## src/rtl/axis_pkg.sv

```systemverilog
// Shared helpers for the masked AXI-stream broadcaster: data width and clog2.
package axis_pkg;

    // tdata width in bits for a given byte count
    function automatic int unsigned axis_data_w(input int unsigned bytes);
        return bytes * 8;
    endfunction

    // Ceiling log2; used to size FIFO pointers
    function automatic int unsigned axis_clog2(input int unsigned value);
        int unsigned r;
        r = 0;
        while ((32'd1 << r) < value) begin
            r++;
        end
        return r;
    endfunction

endpackage

```

## src/rtl/axis_fifo_lite.sv

```systemverilog
// Small synchronous FIFO carrying AXI-stream beats (tdata + tlast).
// Writes are dropped while full (no write-through); the caller gates on full.
module axis_fifo_lite
    import axis_pkg::*;
#(
    parameter int unsigned AXIS_BYTES = 1,
    parameter int unsigned DEPTH      = 4,
    localparam int unsigned W         = axis_data_w(AXIS_BYTES)
) (
    input  logic         clk,
    input  logic         aresetn,
    input  logic         in_tvalid,
    input  logic         in_tlast,
    input  logic [W-1:0] in_tdata,
    output logic         out_tvalid,
    input  logic         out_tready,
    output logic         out_tlast,
    output logic [W-1:0] out_tdata,
    output logic         full,
    output logic         empty
);

    localparam int unsigned AW = axis_clog2(DEPTH);

    logic [W:0]    r_mem [DEPTH];
    logic [AW-1:0] r_wptr;
    logic [AW-1:0] r_rptr;
    logic [AW:0]   r_count;
    logic          w_wr;
    logic          w_rd;

    assign full       = (r_count == (AW+1)'(DEPTH));
    assign empty      = (r_count == '0);
    assign w_wr       = in_tvalid & ~full;
    assign w_rd       = out_tready & ~empty;
    assign out_tvalid = ~empty;
    assign out_tlast  = r_mem[r_rptr][W];
    assign out_tdata  = r_mem[r_rptr][W-1:0];

    // Storage array; contents are don't-care while empty so it needs no reset
    always_ff @(posedge clk) begin
        if (w_wr) begin
            r_mem[r_wptr] <= {in_tlast, in_tdata};
        end
    end

    // Pointers wrap modulo DEPTH (power of 2); occupancy tracks full/empty
    always_ff @(posedge clk or negedge aresetn) begin
        if (!aresetn) begin
            r_wptr  <= '0;
            r_rptr  <= '0;
            r_count <= '0;
        end else begin
            if (w_wr) r_wptr <= r_wptr + 1'b1;
            if (w_rd) r_rptr <= r_rptr + 1'b1;
            case ({w_wr, w_rd})
                2'b10:   r_count <= r_count + 1'b1;
                2'b01:   r_count <= r_count - 1'b1;
                default: r_count <= r_count;
            endcase
        end
    end

endmodule

```

## src/rtl/axis_broadcaster_masked.sv

```systemverilog
// Forks one AXI-stream input to NUM_STREAMS outputs under a per-packet mask.
// Optional macro AXIS_BCAST_STATS_EN adds per-output 16-bit delivered-packet counters.
module axis_broadcaster_masked
    import axis_pkg::*;
#(
    parameter int unsigned AXIS_BYTES  = 1,
    parameter int unsigned NUM_STREAMS = 2,
    parameter int unsigned DEPTH       = 4,
    localparam int unsigned W          = axis_data_w(AXIS_BYTES)
) (
    input  logic                     clk,
    input  logic                     aresetn,
    output logic                     axis_i_tready,
    input  logic                     axis_i_tvalid,
    input  logic                     axis_i_tlast,
    input  logic [W-1:0]             axis_i_tdata,
    input  logic [NUM_STREAMS-1:0]   axis_i_tmask,
    input  logic [NUM_STREAMS-1:0]   axis_o_tready,
    output logic [NUM_STREAMS-1:0]   axis_o_tvalid,
    output logic [NUM_STREAMS-1:0]   axis_o_tlast,
    output logic [NUM_STREAMS*W-1:0] axis_o_tdata,
    output logic [NUM_STREAMS*16-1:0] stat_pkts
);

    logic                   r_in_pkt;
    logic [NUM_STREAMS-1:0] r_held_mask;
    logic [NUM_STREAMS-1:0] w_sel;
    logic [NUM_STREAMS-1:0] w_full;
    logic [NUM_STREAMS-1:0] w_empty;
    logic [NUM_STREAMS-1:0] w_wr;
    logic                   w_ready;
    logic                   w_accept;

    // Mask is taken live on the first beat, then held for the rest of the packet
    assign w_sel    = r_in_pkt ? r_held_mask : axis_i_tmask;
    assign w_accept = axis_i_tvalid & w_ready;
    assign w_wr     = w_sel & {NUM_STREAMS{w_accept}};
    assign axis_i_tready = w_ready;

    // Stall only when some selected output has no room
    always_comb begin
        w_ready = 1'b1;
        for (int i = 0; i < NUM_STREAMS; i++) begin
            if (w_sel[i] && w_full[i]) w_ready = 1'b0;
        end
    end

    // Packet tracking: first-beat state and latched destination mask
    always_ff @(posedge clk or negedge aresetn) begin
        if (!aresetn) begin
            r_in_pkt    <= 1'b0;
            r_held_mask <= '0;
        end else if (w_accept) begin
            r_in_pkt <= ~axis_i_tlast;
            if (!r_in_pkt) r_held_mask <= axis_i_tmask;
        end
    end

    for (genvar i = 0; i < NUM_STREAMS; i++) begin : g_out
        axis_fifo_lite #(
            .AXIS_BYTES(AXIS_BYTES),
            .DEPTH     (DEPTH)
        ) u_fifo (
            .clk       (clk),
            .aresetn   (aresetn),
            .in_tvalid (w_wr[i]),
            .in_tlast  (axis_i_tlast),
            .in_tdata  (axis_i_tdata),
            .out_tvalid(axis_o_tvalid[i]),
            .out_tready(axis_o_tready[i]),
            .out_tlast (axis_o_tlast[i]),
            .out_tdata (axis_o_tdata[(i+1)*W-1 -: W]),
            .full      (w_full[i]),
            .empty     (w_empty[i])
        );
    end

`ifdef AXIS_BCAST_STATS_EN
    for (genvar i = 0; i < NUM_STREAMS; i++) begin : g_stat
        logic [15:0] r_stat;

        // Count packets completed on this output; wraps at 0xFFFF
        always_ff @(posedge clk or negedge aresetn) begin
            if (!aresetn) begin
                r_stat <= '0;
            end else if (axis_o_tvalid[i] && axis_o_tready[i] && axis_o_tlast[i]) begin
                r_stat <= r_stat + 16'd1;
            end
        end

        assign stat_pkts[i*16 +: 16] = r_stat;
    end
`else
    assign stat_pkts = '0;
`endif

endmodule

```

## config.mk

```make
export PLATFORM = sky130hd
export DESIGN_NAME = axis_broadcaster_masked
export DESIGN_NICKNAME = d
export VERILOG_FILES = /design/src/rtl/axis_pkg.sv /design/src/rtl/axis_fifo_lite.sv /design/src/rtl/axis_broadcaster_masked.sv
export SDC_FILE = /design/constraint.sdc
export NUM_CORES = 1
export LEC_CHECK = 0
export CAP_MARGIN = 10
export CELL_PAD_IN_SITES_DETAIL_PLACEMENT = 0
export CELL_PAD_IN_SITES_GLOBAL_PLACEMENT = 1
export CORE_MARGIN = 1
export CORE_UTILIZATION = 48
export DETAILED_ROUTE_END_ITERATION = 7
export GPL_TIMING_DRIVEN = 0
export PLACE_DENSITY = 0.95
export SETUP_SLACK_MARGIN = 0.1
export SLEW_MARGIN = 20
export SYNTH_ARGS = -nofsm -noshare
export SYNTH_HDL_FRONTEND = slang
export SYNTH_SLANG_ARGS = --single-unit
```

## constraint.sdc

```tcl
create_clock -name clk -period 5.1 [get_ports clk]
set_input_delay 0.51 -clock clk [delete_from_list [all_inputs] [get_ports clk]]
set_output_delay 0.51 -clock clk [all_outputs]
set_load 0.05 [all_outputs]
```

---- Word-level counts from Yosys, hierarchy flattened ----
Memory sizes are Yosys's and may differ from the RTL's.
Index checks and enable logic that the tools add are counted.
storage, ports and cells
  flip-flop bits (word level) ............. 17
  memory bits (writable) .................. 72
  bits of input ports ..................... 16
  output and inout port bits .............. 53
  memories ................................ 2
memory list
  name                   depth  bits a word  read ports  clocked after Yosys merged registers in  wr ports  line                  text
  g_out[0].u_fifo.r_mem  4      9            1           0                                        1         axis_fifo_lite.sv:25  logic [W:0] r_mem [DEPTH];
  g_out[1].u_fifo.r_mem  4      9            1           0                                        1         axis_fifo_lite.sv:25
cells by class
  $add $sub $neg .......................... 8
  equality and inequality tests ........... 6
  mux-type cells .......................... 9
  bitwise gates (word level) .............. 11
  reductions and logical operators ........ 6
operator list
  cell                 count
  $pmux 3 s2           2
  $add 2x1->2 const B  4
  $add 3x1->3 const B  2
  $eq 3x3->1 const B   2
  $logic_not 3->1      2
  $mux 1               6
  $sub 3x1->3 const B  2
  $and 1x1->1          5
  $not 1->1            5
  $eq 2x1->1 const B   2
  $eq 2x2->1 const B   2
  $reduce_bool 2->1    2
  $and 2x2->2          1
  $logic_and 1x1->1    2
  $mux 2               1

---- Longest topological paths before layout ----
  depth after elaboration ................. 9
  gate-level depth with buffers ........... 10
  mapped depth without buffers ............ 9

---- By module ----
Synthesis repeated with hierarchy kept, for this count alone.
second synthesis, totals
  cells, all modules ...................... 227
  area, all modules ....................... 3,937.5 um^2
modules (own cells, without submodules)
  module                   instances  cells an instance  area each (um^2)  seq. area each (um^2)
  axis_fifo_lite           2          85                 1,745.4           1,256.2
  axis_broadcaster_masked  1          57                 446.7             75.1

---- Least setup slack after synthesis ----
No wires, ideal clock.
  path kind ............................... register to register
  from .................................... register r_in_pkt
  to ...................................... register g_out[0].u_fifo.r_count[2]
  setup time .............................. 0.125 ns
  arrival time ............................ 2.071 ns
  slack ................................... 2.904 ns
  stages on the path, launching flop included .. 11
  path buffers ............................ 1
  clock period less this slack ............ 2.196 ns
  cell sequence ........................... dfrtp_1 buf_6 mux2_4 a2111oi_4 inv_1 ha_1 inv_1 fa_1 xor2_1 nor2_1 xor2_1
on the way
  cells in the longest elaborated chain, start to end .. 9
  elaborated cells on any way between the ends .. 12
RTL lines
  element                                                 line                           text
  start, declared                                         axis_broadcaster_masked.sv:25  logic r_in_pkt;
  start signal, assigned                                  axis_broadcaster_masked.sv:54  r_in_pkt <= ~axis_i_tlast;
  $mux 2 *                                                -
  $logic_and 1x1->1                                       axis_broadcaster_masked.sv:44  if (w_sel[i] && w_full[i]) w_ready = 1'b0;
  $mux 1 (2 in a row)                                     axis_broadcaster_masked.sv:44
  $and 1x1->1                                             axis_broadcaster_masked.sv:36  assign w_accept = axis_i_tvalid & w_ready;
  $and 2x2->2 *                                           axis_broadcaster_masked.sv:37  assign w_wr = w_sel & {NUM_STREAMS{w_accept}};
  $and 1x1->1 *                                           axis_fifo_lite.sv:34           assign w_wr = in_tvalid & ~full;
  $eq 2x1->1 / $eq 2x2->1 (equally long branches)         axis_fifo_lite.sv:56           case ({w_wr, w_rd})
  $pmux 3 s2 / $reduce_bool 2->1 (equally long branches)  -
  end signal, assigned                                    axis_fifo_lite.sv:57           2'b10: r_count <= r_count + 1'b1;
  end signal, assigned                                    axis_fifo_lite.sv:58           2'b01: r_count <= r_count - 1'b1;
  end signal, assigned                                    axis_fifo_lite.sv:59           default: r_count <= r_count;
  end, declared                                           axis_fifo_lite.sv:28           logic [AW:0] r_count;
Every way passes the cells marked *; elsewhere a longest branch is shown, timed or not.
A chain may end at the register's enable or synchronous reset.

---- Worst setup path in the final report ----
  from .................................... register g_out[1].u_fifo.r_rptr[1]
  to ...................................... output axis_o_tlast[1]
on the way
  cells in the longest elaborated chain, start to end .. 1
RTL lines
  element                 line                           text
  start, declared         axis_fifo_lite.sv:27           logic [AW-1:0] r_rptr;
  start signal, assigned  axis_fifo_lite.sv:55           if (w_rd) r_rptr <= r_rptr + 1'b1;
  $mem_v2 4x9             -
  end, declared           axis_broadcaster_masked.sv:20  output logic [NUM_STREAMS-1:0] axis_o_tlast,
Every way passes these cells.

==> reports/metrics.yaml <==
status: "complete, no violations"
post-route-min-period_ns: 2.95
crit_slowest_cell: "clkdlybuf4s50_1"
period_share_pct: 57.8
cp_num_cells: 4
final_common_cell: "edfxtp_1"
grt_pass1_wl_um: 9610
crit_fanout: 10
worstMarginPinSlew_ns: 0.796
crit_end: "axis_o_tlast[1]"
reg2reg_to: "g_out[0].u_fifo.r_count[2]$_DFFE_PN0P_"
syn_area_um2: 3960
cts_tree: "done"
r2r_slack_ns: 2.71
clk_latency_ns: 0.35
post_cts_buffers: 0
final_layout_size_suffix_gt1_share_pct: 29.2
clockBufferDepth: 2
grt_usage_pct: 15.4
holdWs_ns: 0.513
reg2regPathDepth: 10
setup_viol: 0
ys_seq_area_share_pct: 65.4
path_class: "flop to output port"
grt_pass1_vias: 1886
total_leakage_power_nw: 1.84
antenna_found_initial: 0
wl_per_cell_um: 14.4
drt_iter0_drc: 105
drtAntennaViolNets: 0
die-area_um2: 8610
critical_path_arrival_ns: 2.44
dp_hpwl_um: 4160
cp_top_family: "buffers and inverters"
port_buffers: 36
worstPathCellList: "clkbuf_1 > mux4_2 > buf_4 > clkdlybuf4s50_1"
maxCapViolations: 0
numCtsBuffers: 9
layout_common_cells: "edfxtp_1 (72), buf_4 (36), clkdlybuf4s50_1 (36), conb_1 (32), mux4_2 (18)"
fillers: 603
worst_setup_path_start_kind: "flop"
routabilityCongestion: 0.712
hold_class: "flop to flop"
post-place-ws_ns: 2.27
cpPeakStageDelay_ns: 0.70
num_vias: 1891
peakVddDrop_mv: 0.322
rows: 32
ctsHoldBuffers: 0
final_nets: 328
path_clk_slew_ns: 0.09
drc: 0
critPathLaunch: "g_out[1].u_fifo.r_rptr[1]$_DFFE_PN0P_"
synth_warnings: 0
r2r_start: "r_in_pkt$_DFFE_PN0N_"
hold_violations: 0
initial_core_util_pct: 50.4
final.setup_skew_ns: 0.0114
die_width_um: 92.8
slew-limit-headroom_pct: 46.8
max_clock_freq_ghz: 0.339
grt_max_degree: 18
htree_levels: 3
path_buf_inv: 3
fin_setup_tns_ns: 0
cts-root-buf: "clkbuf_8"
dieHeight_um: 92.8
p_per_area_nw_per_um2: 569
area_growth_pct: 19.9
diodes: 0
worst_ep_required_time_ns: 4.59
yosysUniqueCellTypes: 26
firstDrtPassIters: 4
core_um2: 7850
syn_area_per_cell_um2: 17.8
overflow: 0
worst_setup_path_end_kind: "output port"
worst_slack_ns: 2.15
ys_ff_latch: 89
clkSinkCount: 89
rsz0062_at_grt: "false"
post_cts_resized: 0
syn_inst: 222
maxSlewViolCount: 0
wl_um: 5870
via_per_inst: 4.65
ios: 69
[per-layer routing]
metal / track usage, % / routed length [µm] / vias up
met2: 24.8 / 3050 / 51
met3: 3.78 / 266 / 10
li1: - / - / 899
met5: 0 / 0 / -
met1: 20.0 / 2440 / 931
met4: 6.03 / 114 / 0
[power by group]
group	switching (W)	leakage, nW	internal [W]
registers	0.0000777	0.852	0.000929
clock network	0.000258	0.0929	0.000186
logic	0.000738	0.898	0.000510
[cell families (layout without fill, tap and decap cells)]
kind of cell	Yosys count	count (layout)	synth area share (%)
DFF	89	89	65.4
adders and majority gates	12	12	4.17
AOI/OAI and AO/OA	8	8	2.62
and+or+nand+nor	16	16	3.00
muxes	27	27	13.0
other	1	32	0.0947
buffers and inverters	57	109	9.07
xor gates and xnor gates	12	12	2.65
[sequential cells by signal (all words and copies together), names as in the netlist]
signal,count
r_held_mask,2
r_in_pkt,1
g_out.u_fifo.r_wptr,4
g_out.u_fifo.r_mem,72
g_out.u_fifo.r_rptr,4
g_out.u_fifo.r_count,6
[final cells by class]
cell class / instances / area (µm²) / share of cell area [%]
multi-input combinational: 107 / 1130 / 23.8
inverter: 16 / 60.1 / 1.27
sequential: 89 / 2590 / 54.5
clock buffer: 9 / 124 / 2.61
timing repair buffer: 36 / 360 / 7.59
tap: 102 / 128 / 2.69
clock inverter: 7 / 58.8 / 1.24
buffer: 41 / 299 / 6.30
[worst min path at each step]
stage | start | endpoint | slack, ns | depth (start not counted)
2_1_floorplan | aresetn | g_out[0].u_fifo.r_count[0]$_DFFE_PN0P_ | 0.21 | 0
3_3_place_gp | g_out[0].u_fifo.r_count[2]$_DFFE_PN0P_ | g_out[0].u_fifo.r_count[2]$_DFFE_PN0P_ | 0.48 | 1
3_5_place_dp | g_out[0].u_fifo.r_count[2]$_DFFE_PN0P_ | g_out[0].u_fifo.r_count[2]$_DFFE_PN0P_ | 0.49 | 1
4_1_cts | g_out[0].u_fifo.r_count[2]$_DFFE_PN0P_ | g_out[0].u_fifo.r_count[2]$_DFFE_PN0P_ | 0.51 | 1
5_1_grt | g_out[1].u_fifo.r_count[2]$_DFFE_PN0P_ | g_out[1].u_fifo.r_count[2]$_DFFE_PN0P_ | 0.55 | 1
6_report | g_out[0].u_fifo.r_count[2]$_DFFE_PN0P_ | g_out[0].u_fifo.r_count[2]$_DFFE_PN0P_ | 0.51 | 1
[cells in the mapped netlist]
cell | count | area (µm²)
conb_1 | 1 | 3.75
nand2_1 | 2 | 7.51
edfxtp_1 | 72 | 2160
a2111oi_4 | 2 | 55.1
mux2i_1 | 5 | 50.1
o31a_1 | 2 | 17.5
ha_1 | 10 | 125
clkbuf_1 | 2 | 7.51
buf_4 | 36 | 270
nor3b_4 | 1 | 18.8
o21bai_1 | 2 | 15.0
mux2_4 | 4 | 60.1
nor2_1 | 2 | 7.51
a221oi_1 | 1 | 8.76
inv_1 | 16 | 60.1
xor2_1 | 6 | 52.6
a22oi_1 | 1 | 7.51
and2_2 | 8 | 60.1
nor3b_2 | 1 | 12.5
buf_2 | 2 | 10.0
mux4_2 | 18 | 405
xnor2_1 | 6 | 52.6
dfrtp_1 | 17 | 425
fa_1 | 2 | 40.0
buf_6 | 1 | 11.3
or3_1 | 2 | 12.5
[metrics by stage]
step                util, %  power [W]  instances  area (µm²)
global placement       58.1    0.00226        391        4560
detailed placement     58.1    0.00229        391        4560
floorplan                 -    0.00197        253        4080
global route           60.5    0.00285        407        4750
finish                 60.5    0.00270        407        4750
CTS                    60.5    0.00273        407        4750
Note: power is estimated with default switching activity, not from simulation.
